$ cat src/rtl/core_inst_seq_if.sv
// Host/core-facing bundle of the instruction sequencer: job configuration and
// start in, 34-bit inst word plus job status out.
interface core_inst_seq_if #(
    parameter int addr_w = 11
);
    logic                 start;
    logic [3:0]           cfg_n_kij;
    logic [addr_w-1:0]    cfg_n_act;
    logic [addr_w-1:0]    cfg_w_base;
    logic [addr_w-1:0]    cfg_x_base;
    logic [addr_w-1:0]    cfg_p_base;
    logic                 ofifo_valid;
    logic [2*addr_w+11:0] inst;
    logic                 busy;
    logic                 done;
    logic [2:0]           phase;

    modport master (
        output start, cfg_n_kij, cfg_n_act, cfg_w_base, cfg_x_base, cfg_p_base, ofifo_valid,
        input  inst, busy, done, phase
    );

    modport slave (
        input  start, cfg_n_kij, cfg_n_act, cfg_w_base, cfg_x_base, cfg_p_base, ofifo_valid,
        output inst, busy, done, phase
    );
endinterface

$ cat src/rtl/core_inst_seq.sv
// Instruction sequencer for the core datapath: per job, runs n_kij passes of
// weight fetch/load, activation fetch, execute+flush and OFIFO drain to PSUM SRAM.
module core_inst_seq #(
    parameter int row    = 8,
    parameter int col    = 8,
    parameter int addr_w = 11,
    parameter int flush  = row + col
) (
    input logic            clk,
    input logic            reset_n,
    core_inst_seq_if.slave bus
);
    localparam int CNT_W = addr_w + 1;

    localparam logic [2:0] S_IDLE   = 3'd0;
    localparam logic [2:0] S_WFETCH = 3'd1;
    localparam logic [2:0] S_WLOAD  = 3'd2;
    localparam logic [2:0] S_XFETCH = 3'd3;
    localparam logic [2:0] S_EXEC   = 3'd4;
    localparam logic [2:0] S_DRAIN  = 3'd5;
    localparam logic [2:0] S_FIN    = 3'd6;

    typedef struct packed {
        logic              acc;
        logic              cen_pmem;
        logic              wen_pmem;
        logic [addr_w-1:0] a_pmem;
        logic              cen_xmem;
        logic              wen_xmem;
        logic [addr_w-1:0] a_xmem;
        logic              ofifo_rd;
        logic              ififo_wr;
        logic              ififo_rd;
        logic              l0_rd;
        logic              l0_wr;
        logic              execute;
        logic              load;
    } inst_t;

    localparam inst_t IDLE_INST = '{
        acc:      1'b0,
        cen_pmem: 1'b1,
        wen_pmem: 1'b1,
        a_pmem:   '0,
        cen_xmem: 1'b1,
        wen_xmem: 1'b1,
        a_xmem:   '0,
        ofifo_rd: 1'b0,
        ififo_wr: 1'b0,
        ififo_rd: 1'b0,
        l0_rd:    1'b0,
        l0_wr:    1'b0,
        execute:  1'b0,
        load:     1'b0
    };

    logic [2:0]        state_q,  state_d;
    logic [CNT_W-1:0]  cnt_q,    cnt_d;
    logic [addr_w-1:0] k_q,      k_d;
    logic [3:0]        kij_q,    kij_d;
    logic [addr_w-1:0] w_off_q,  w_off_d;
    logic [addr_w-1:0] p_off_q,  p_off_d;
    logic [3:0]        n_kij_q,  n_kij_d;
    logic [addr_w-1:0] n_act_q,  n_act_d;
    logic [addr_w-1:0] w_base_q, w_base_d;
    logic [addr_w-1:0] x_base_q, x_base_d;
    logic [addr_w-1:0] p_base_q, p_base_d;
    inst_t             inst_q,   inst_d;
    logic              busy_q,   busy_d;
    logic              done_q,   done_d;
    logic              drain_wr;
    logic [CNT_W-1:0]  exec_last;

    assign exec_last = {1'b0, n_act_q} + CNT_W'(flush - 1);

    // Next-state logic; inst_d below is built from the *next* state so every
    // output is a plain flop aligned with phase.
    always_comb begin
        // NOTE: every signal written here gets a default first, so no path can infer a latch.
        state_d  = state_q;
        cnt_d    = cnt_q;
        k_d      = k_q;
        kij_d    = kij_q;
        w_off_d  = w_off_q;
        p_off_d  = p_off_q;
        n_kij_d  = n_kij_q;
        n_act_d  = n_act_q;
        w_base_d = w_base_q;
        x_base_d = x_base_q;
        p_base_d = p_base_q;
        drain_wr = 1'b0;

        unique case (state_q)
            S_IDLE: begin
                if (bus.start) begin
                    n_kij_d  = bus.cfg_n_kij;
                    n_act_d  = bus.cfg_n_act;
                    w_base_d = bus.cfg_w_base;
                    x_base_d = bus.cfg_x_base;
                    p_base_d = bus.cfg_p_base;
                    cnt_d    = '0;
                    k_d      = '0;
                    kij_d    = '0;
                    w_off_d  = '0;
                    p_off_d  = '0;
                    state_d  = (bus.cfg_n_kij == 4'd0 || bus.cfg_n_act == '0) ? S_FIN : S_WFETCH;
                end
            end
            S_WFETCH: begin
                if (cnt_q == CNT_W'(row)) begin
                    state_d = S_WLOAD;
                    cnt_d   = '0;
                end else begin
                    cnt_d = cnt_q + 1'b1;
                end
            end
            S_WLOAD: begin
                if (cnt_q == CNT_W'(row)) begin
                    state_d = S_XFETCH;
                    cnt_d   = '0;
                end else begin
                    cnt_d = cnt_q + 1'b1;
                end
            end
            S_XFETCH: begin
                if (cnt_q == {1'b0, n_act_q}) begin
                    state_d = S_EXEC;
                    cnt_d   = '0;
                end else begin
                    cnt_d = cnt_q + 1'b1;
                end
            end
            S_EXEC: begin
                if (cnt_q == exec_last) begin
                    state_d  = S_DRAIN;
                    cnt_d    = '0;
                    drain_wr = bus.ofifo_valid;
                end else begin
                    cnt_d = cnt_q + 1'b1;
                end
            end
            S_DRAIN: begin
                // k_q counts writes already issued, including the one on the bus now.
                if (k_q == n_act_q) begin
                    kij_d   = kij_q + 4'd1;
                    w_off_d = w_off_q + addr_w'(row);
                    p_off_d = p_off_q + n_act_q;
                    k_d     = '0;
                    cnt_d   = '0;
                    state_d = (kij_q + 4'd1 == n_kij_q) ? S_FIN : S_WFETCH;
                end else begin
                    drain_wr = bus.ofifo_valid;
                end
            end
            S_FIN: begin
                state_d = S_IDLE;
            end
            default: begin
                state_d = S_IDLE;
            end
        endcase

        if (drain_wr) begin
            k_d = k_q + 1'b1;
        end
    end

    always_comb begin
        inst_d = IDLE_INST;
        case (state_d)
            S_WFETCH: begin
                if (cnt_d < CNT_W'(row)) begin
                    inst_d.cen_xmem = 1'b0;
                    inst_d.a_xmem   = w_base_d + w_off_d + cnt_d[addr_w-1:0];
                end
                // SRAM data lands one cycle after its address.
                inst_d.l0_wr = (cnt_d != '0);
            end
            S_WLOAD: begin
                inst_d.l0_rd = (cnt_d < CNT_W'(row));
                inst_d.load  = (cnt_d < CNT_W'(row));
            end
            S_XFETCH: begin
                if (cnt_d < {1'b0, n_act_d}) begin
                    inst_d.cen_xmem = 1'b0;
                    inst_d.a_xmem   = x_base_d + cnt_d[addr_w-1:0];
                end
                inst_d.l0_wr = (cnt_d != '0);
            end
            S_EXEC: begin
                inst_d.execute = 1'b1;
                inst_d.l0_rd   = (cnt_d < {1'b0, n_act_d});
                inst_d.acc     = (kij_d != 4'd0);
            end
            S_DRAIN: begin
                if (drain_wr) begin
                    inst_d.ofifo_rd = 1'b1;
                    inst_d.cen_pmem = 1'b0;
                    inst_d.wen_pmem = 1'b0;
                    inst_d.a_pmem   = p_base_d + p_off_d + k_q;
                end
            end
            default: begin
            end
        endcase

        busy_d = (state_d != S_IDLE) && (state_d != S_FIN);
        done_d = (state_d == S_FIN);
    end

    // NOTE: sequential state uses non-blocking assignments so every flop samples pre-edge values.
    always_ff @(posedge clk or negedge reset_n) begin
        if (!reset_n) begin
            state_q  <= S_IDLE;
            cnt_q    <= '0;
            k_q      <= '0;
            kij_q    <= '0;
            w_off_q  <= '0;
            p_off_q  <= '0;
            n_kij_q  <= '0;
            n_act_q  <= '0;
            w_base_q <= '0;
            x_base_q <= '0;
            p_base_q <= '0;
            inst_q   <= IDLE_INST;
            busy_q   <= 1'b0;
            done_q   <= 1'b0;
        end else begin
            state_q  <= state_d;
            cnt_q    <= cnt_d;
            k_q      <= k_d;
            kij_q    <= kij_d;
            w_off_q  <= w_off_d;
            p_off_q  <= p_off_d;
            n_kij_q  <= n_kij_d;
            n_act_q  <= n_act_d;
            w_base_q <= w_base_d;
            x_base_q <= x_base_d;
            p_base_q <= p_base_d;
            inst_q   <= inst_d;
            busy_q   <= busy_d;
            done_q   <= done_d;
        end
    end

    assign bus.inst  = inst_q;
    assign bus.busy  = busy_q;
    assign bus.done  = done_q;
    assign bus.phase = state_q;

endmodule

$ cat src/flat_wrapper.sv
// flat-port wrapper written by rule: the top's interface ports become plain ports
module core_inst_seq_flat 
#(
    parameter int row    = 8,
    parameter int col    = 8,
    parameter int addr_w = 11,
    parameter int flush  = row + col
)
  (clk, reset_n, bus_start, bus_cfg_n_kij, bus_cfg_n_act, bus_cfg_w_base, bus_cfg_x_base, bus_cfg_p_base, bus_ofifo_valid, bus_inst, bus_busy, bus_done, bus_phase);
  core_inst_seq_if #(.addr_w(addr_w)) bus_i ();
  input logic clk;
  input logic reset_n;
  input wire logic [$bits(bus_i.start)-1:0] bus_start;
  input wire logic [$bits(bus_i.cfg_n_kij)-1:0] bus_cfg_n_kij;
  input wire logic [$bits(bus_i.cfg_n_act)-1:0] bus_cfg_n_act;
  input wire logic [$bits(bus_i.cfg_w_base)-1:0] bus_cfg_w_base;
  input wire logic [$bits(bus_i.cfg_x_base)-1:0] bus_cfg_x_base;
  input wire logic [$bits(bus_i.cfg_p_base)-1:0] bus_cfg_p_base;
  input wire logic [$bits(bus_i.ofifo_valid)-1:0] bus_ofifo_valid;
  output wire logic [$bits(bus_i.inst)-1:0] bus_inst;
  output wire logic [$bits(bus_i.busy)-1:0] bus_busy;
  output wire logic [$bits(bus_i.done)-1:0] bus_done;
  output wire logic [$bits(bus_i.phase)-1:0] bus_phase;
  assign bus_i.start = bus_start;
  assign bus_i.cfg_n_kij = bus_cfg_n_kij;
  assign bus_i.cfg_n_act = bus_cfg_n_act;
  assign bus_i.cfg_w_base = bus_cfg_w_base;
  assign bus_i.cfg_x_base = bus_cfg_x_base;
  assign bus_i.cfg_p_base = bus_cfg_p_base;
  assign bus_i.ofifo_valid = bus_ofifo_valid;
  assign bus_inst = bus_i.inst;
  assign bus_busy = bus_i.busy;
  assign bus_done = bus_i.done;
  assign bus_phase = bus_i.phase;
  core_inst_seq #(.row(row), .col(col), .addr_w(addr_w), .flush(flush)) u_core (.clk(clk), .reset_n(reset_n), .bus(bus_i));
endmodule
$ cat config.mk
export PLATFORM = sky130hd
export DESIGN_NAME = core_inst_seq_flat
export DESIGN_NICKNAME = d
export VERILOG_FILES = /design/src/rtl/core_inst_seq_if.sv /design/src/rtl/core_inst_seq.sv /design/src/flat_wrapper.sv
export SDC_FILE = /design/constraint.sdc
export NUM_CORES = 1
export LEC_CHECK = 0
export ABC_AREA = 1
export CAP_MARGIN = 20
export CORE_MARGIN = 1.5
export CORE_UTILIZATION = 58
export DETAILED_ROUTE_END_ITERATION = 16
export GPL_ROUTABILITY_DRIVEN = 1
export HOLD_SLACK_MARGIN = 0.08
export PLACE_DENSITY_LB_ADDON = 0.05
export SYNTH_ARGS = -nofsm -noshare
export SYNTH_HDL_FRONTEND = slang
export SYNTH_SLANG_ARGS = --single-unit
$ cat constraint.sdc
create_clock -name clk -period 4.9 [get_ports clk]
set_input_delay 0.735 -clock clk [delete_from_list [all_inputs] [get_ports clk]]
set_output_delay 0.735 -clock clk [all_outputs]
set_load 0.01 [all_outputs]
==> results by group <==
Power
  • Power consumption: 6.200 mW
  • Maximum VDD drop: 376.0 uV
  • Total power per unit cell area: 567.2 nW/um^2
  • Static leakage: 5.580 nW

Clock network
  • CTS Hold Buffers Added: 0
  • Post-CTS Setup Bufs: 0
  • Number of resized instances in the post-cts repair step: 0
  • Clk sink count: 132
  • Number of buffers between clock root and the deepest sink: 2
  • CTS H-tree depth: 4
  • Root buffer selected by CTS: sky130_fd_sc_hd__clkbuf_16
  • Total clock buffers created by CTS: 17
  • TritonCTS clock tree: done
  • Later-pin clock latency in the skew report: 0.42 ns
  • Clock transition at the registers of the reported paths: 0.06 ns

Layout
  • Final antenna diode count: 0
  • Final Net Count: 1405
  • Filler cell count in the final layout: 1230
  • Layout cells sized above 1: 0.1048
  • Area grow syn2layout: 20.35%

Logic synthesis
  • Library cell with the largest summed area after synthesis: sky130_fd_sc_hd__dfrtp_1
  • Netlist cell types: 53
  • FFs w/ async S/R, synth: 1.000
  • Ranking of synthesized cells by area: sky130_fd_sc_hd__dfrtp_1 36%, sky130_fd_sc_hd__nand2_1 11%, sky130_fd_sc_hd__inv_1 7.9%
  • Number of synthesized flops with an enable pin: 0
  • Cell types with the highest counts after synthesis: 267 x sky130_fd_sc_hd__nand2_1, 191 x sky130_fd_sc_hd__inv_1, 130 x sky130_fd_sc_hd__dfrtp_1
  • Fraction of post-synthesis cell area in the top cell type by area: 0.3582
  • Average instance area after synthesis: 7.796 um^2
  • Leading register cell type out of synthesis: sky130_fd_sc_hd__dfrtp_1
  • Library cell with the highest instance count after synthesis: sky130_fd_sc_hd__nand2_1
  • Proportion of synthesized chip area in sequential cells: 0.3640
  • Flop and latch count out of synthesis: 132
  • Synth Instances: 1165
  • Post-synthesis cell area: 9082 um^2
  • Number of warnings printed during yosys synthesis: 0

Global route
  • Wire length of the first global-routing pass: 40010 um
  • Total global routing overflow: 0
  • Maximum number of pins on one net before global-route repair: 105
  • Initial antenna violation count: 0
  • Total track usage: 0.3211
  • Number of global-route vias before repair: 7731

Die
  • Die outline area: 16420 um^2
  • Placeable core area: 15260 um^2
  • Starting density of the core: 0.5952
  • I/O pin cnt: 91
  • Overall die width: 128.1 um
  • Cell row count: 45
  • Die height: 128.1 um

Setup path
  • Critical Path Source Type: register
  • Biggest fanout along the worst timing path: 10
  • Element type at the critical path end: register
  • Data arrival time of the critical path: 4.94 ns
  • Required @ worst endpoint: 5.25 ns
  • Crit Path Class: register to register

Place
  • Half-perimeter wire length after placement: 18970 um
  • Weighted congestion at the end of routability-driven global placement: 0.9686
  • Port Buf Inserts: 87

Detailed routing
  • DR DRC count: 0
  • Number of nets with antenna violations after detailed routing: 0
  • Post-DR wirelength/cell: 16.73 um
  • Detail-routed via count per cell: 5.384
  • Initial detailed-routing violation count: 765
  • Vias: 8070
  • Drt total wl: 25070 um
  • TritonRoute pass-1 iters: 5

STA
  • Slew of the pin with the lowest slew margin: 0.9718 ns
  • Setup repair after global routing missed its margin: false
  • Time the worst path needs with I/O delays and setup: 4.582 ns
  • Share of the cycle needed by the critical path after routing: 0.9350
  • Number of max-slew violations in the final report: 0
  • Hold Vio Cnt, Final: 0
  • Setup clock skew after layout: 0.01027 ns
  • Slew HR: 0.3521
  • Total negative slack for setup checks: 0 ns
  • Number of setup violations in the final report: 0
  • Highest clock frequency the design can meet: 218.3 MHz

Min path
  • Class of the tightest hold or removal check: input pin to asynchronous set/reset pin

Outcome
  • Run status: complete, no violations

Flow run
  • Max-cap violations: 0
[metal layers]
metal | GRT usage | vias up | routed length (um)
li1 | - | 3915 | -
met2 | 0.4949 | 309 | 11160
met3 | 0.06302 | 36 | 1759
met5 | 0 | - | 0
met4 | 0.09451 | 0 | 562
met1 | 0.4620 | 3810 | 11590
[power breakdown]
part           total [mW]  internal (mW)  switching (mW)
combinational        3.24           1.24            2.01
clock                1.37          0.868           0.499
sequential           1.59           1.38           0.206
total                6.20           3.49            2.71
[critical path, stage by stage (launching register included)]
cell and delay (ns):
sky130_fd_sc_hd__dfrtp_1 0.60, sky130_fd_sc_hd__inv_1 0.13, sky130_fd_sc_hd__nand2_1 0.09, sky130_fd_sc_hd__nand2_1 0.09
sky130_fd_sc_hd__nor3_1 0.27, sky130_fd_sc_hd__nand3_1 0.21, sky130_fd_sc_hd__nand2_2 0.14, sky130_fd_sc_hd__inv_2 0.05
sky130_fd_sc_hd__nor2_2 0.12, sky130_fd_sc_hd__nand2_2 0.07, sky130_fd_sc_hd__buf_4 0.19, sky130_fd_sc_hd__a21oi_1 0.13
sky130_fd_sc_hd__inv_1 0.15, sky130_fd_sc_hd__fa_1 0.58, sky130_fd_sc_hd__inv_1 0.08, sky130_fd_sc_hd__fa_1 0.48
sky130_fd_sc_hd__nor2_1 0.14, sky130_fd_sc_hd__o21ai_1 0.11, sky130_fd_sc_hd__nand2_1 0.07, sky130_fd_sc_hd__nand2_1 0.06
sky130_fd_sc_hd__nand2_1 0.06, sky130_fd_sc_hd__a21oi_1 0.08, sky130_fd_sc_hd__o21ai_0 0.16, sky130_fd_sc_hd__a21oi_1 0.10
sky130_fd_sc_hd__xnor2_1 0.16, sky130_fd_sc_hd__nand3_1 0.10, sky130_fd_sc_hd__nand2_1 0.09
[state kept, by name, summed over array words and instances, names as in the netlist]
name,count
u_core.bus.busy,1
u_core.bus.done,1
u_core.bus.inst,30
u_core.bus.phase,3
u_core.cnt_q,12
u_core.k_q,11
u_core.kij_q,4
u_core.n_act_q,11
u_core.n_kij_q,4
u_core.p_base_q,11
u_core.p_off_q,11
u_core.w_base_q,11
u_core.w_off_q,11
u_core.x_base_q,11
[layout make-up]
type / instances / area [um^2] / share of cell area
well taps: 211 / 264.0 / 0.02415
multi-input cells: 800 / 4856 / 0.4443
flip-flops and latches: 132 / 3306 / 0.3024
clock buffers: 21 / 450.4 / 0.04121
clock inverters: 11 / 175.2 / 0.01603
repair buffers: 115 / 1095 / 0.1002
inverters: 209 / 784.5 / 0.07177
[cells in the final DEF, fill, tap and decap left out, types with 7 or more instances in the layout]
cell,synthesis,layout
sky130_fd_sc_hd__a21oi_1,49,49
sky130_fd_sc_hd__buf_4,5,27
sky130_fd_sc_hd__clkbuf_16,0,17
sky130_fd_sc_hd__clkdlybuf4s50_1,0,86
sky130_fd_sc_hd__dfrtp_1,130,130
sky130_fd_sc_hd__fa_1,24,24
sky130_fd_sc_hd__ha_1,54,53
sky130_fd_sc_hd__inv_1,191,191
sky130_fd_sc_hd__inv_2,12,12
sky130_fd_sc_hd__nand2_1,267,267
sky130_fd_sc_hd__nand2_2,11,11
sky130_fd_sc_hd__nand3_1,55,55
sky130_fd_sc_hd__nand3_2,7,7
sky130_fd_sc_hd__nand3b_1,10,10
sky130_fd_sc_hd__nand4_1,12,12
sky130_fd_sc_hd__nor2_1,76,76
sky130_fd_sc_hd__nor2_2,9,8
sky130_fd_sc_hd__nor3_1,23,23
sky130_fd_sc_hd__nor4_1,7,7
sky130_fd_sc_hd__o21ai_0,65,64
sky130_fd_sc_hd__o22ai_1,9,9
sky130_fd_sc_hd__or2_2,20,20
sky130_fd_sc_hd__xnor2_1,21,21
sky130_fd_sc_hd__xor2_1,36,36
[metrics by stage]
step                      instance area, um^2  setup slack (ns)  hold slack [ns]    util  cells
after global placement                  10300            0.3639           0.4639  0.6752   1467
after detailed placement                10300            0.1629           0.4663  0.6752   1467
after floorplan                          9086            0.8685           0.4394       -   1166
after CTS                               10930            0.3051           0.4813  0.7162   1499
final                                   10930            0.3184           0.4482  0.7164   1499
after global routing                    10930           0.02408           0.5111  0.7164   1499
[path summary, 6_finish.rpt]
kind	startpoint	to	slack [ns]	cells after the start
min reg2reg	u_core.x_base_q[5]	u_core.x_base_q[5]	0.48	2
max	u_core.n_act_q[4]	u_core.bus.inst[16]	0.32	26
max reg2reg	u_core.n_act_q[4]	u_core.bus.inst[16]	0.32	26
min in group clk	u_core.x_base_q[5]	u_core.x_base_q[5]	0.48	2
max in group asynchronous	reset_n	u_core.bus.inst[14]	3.49	2
min	reset_n	u_core.bus.inst[21]	0.45	1
[logic make-up after synthesis]
group,after synthesis,synth area share
adders and majority gates,78,0.1273
buffers and inverters,234,0.1026
xor gates and xnor gates,57,0.05497
AOI/OAI and AO/OA,154,0.09588
other,2,0.0008269
and+or+nand+nor,508,0.2544
DFF,132,0.3640
Power figures use the tool's default switching activity.
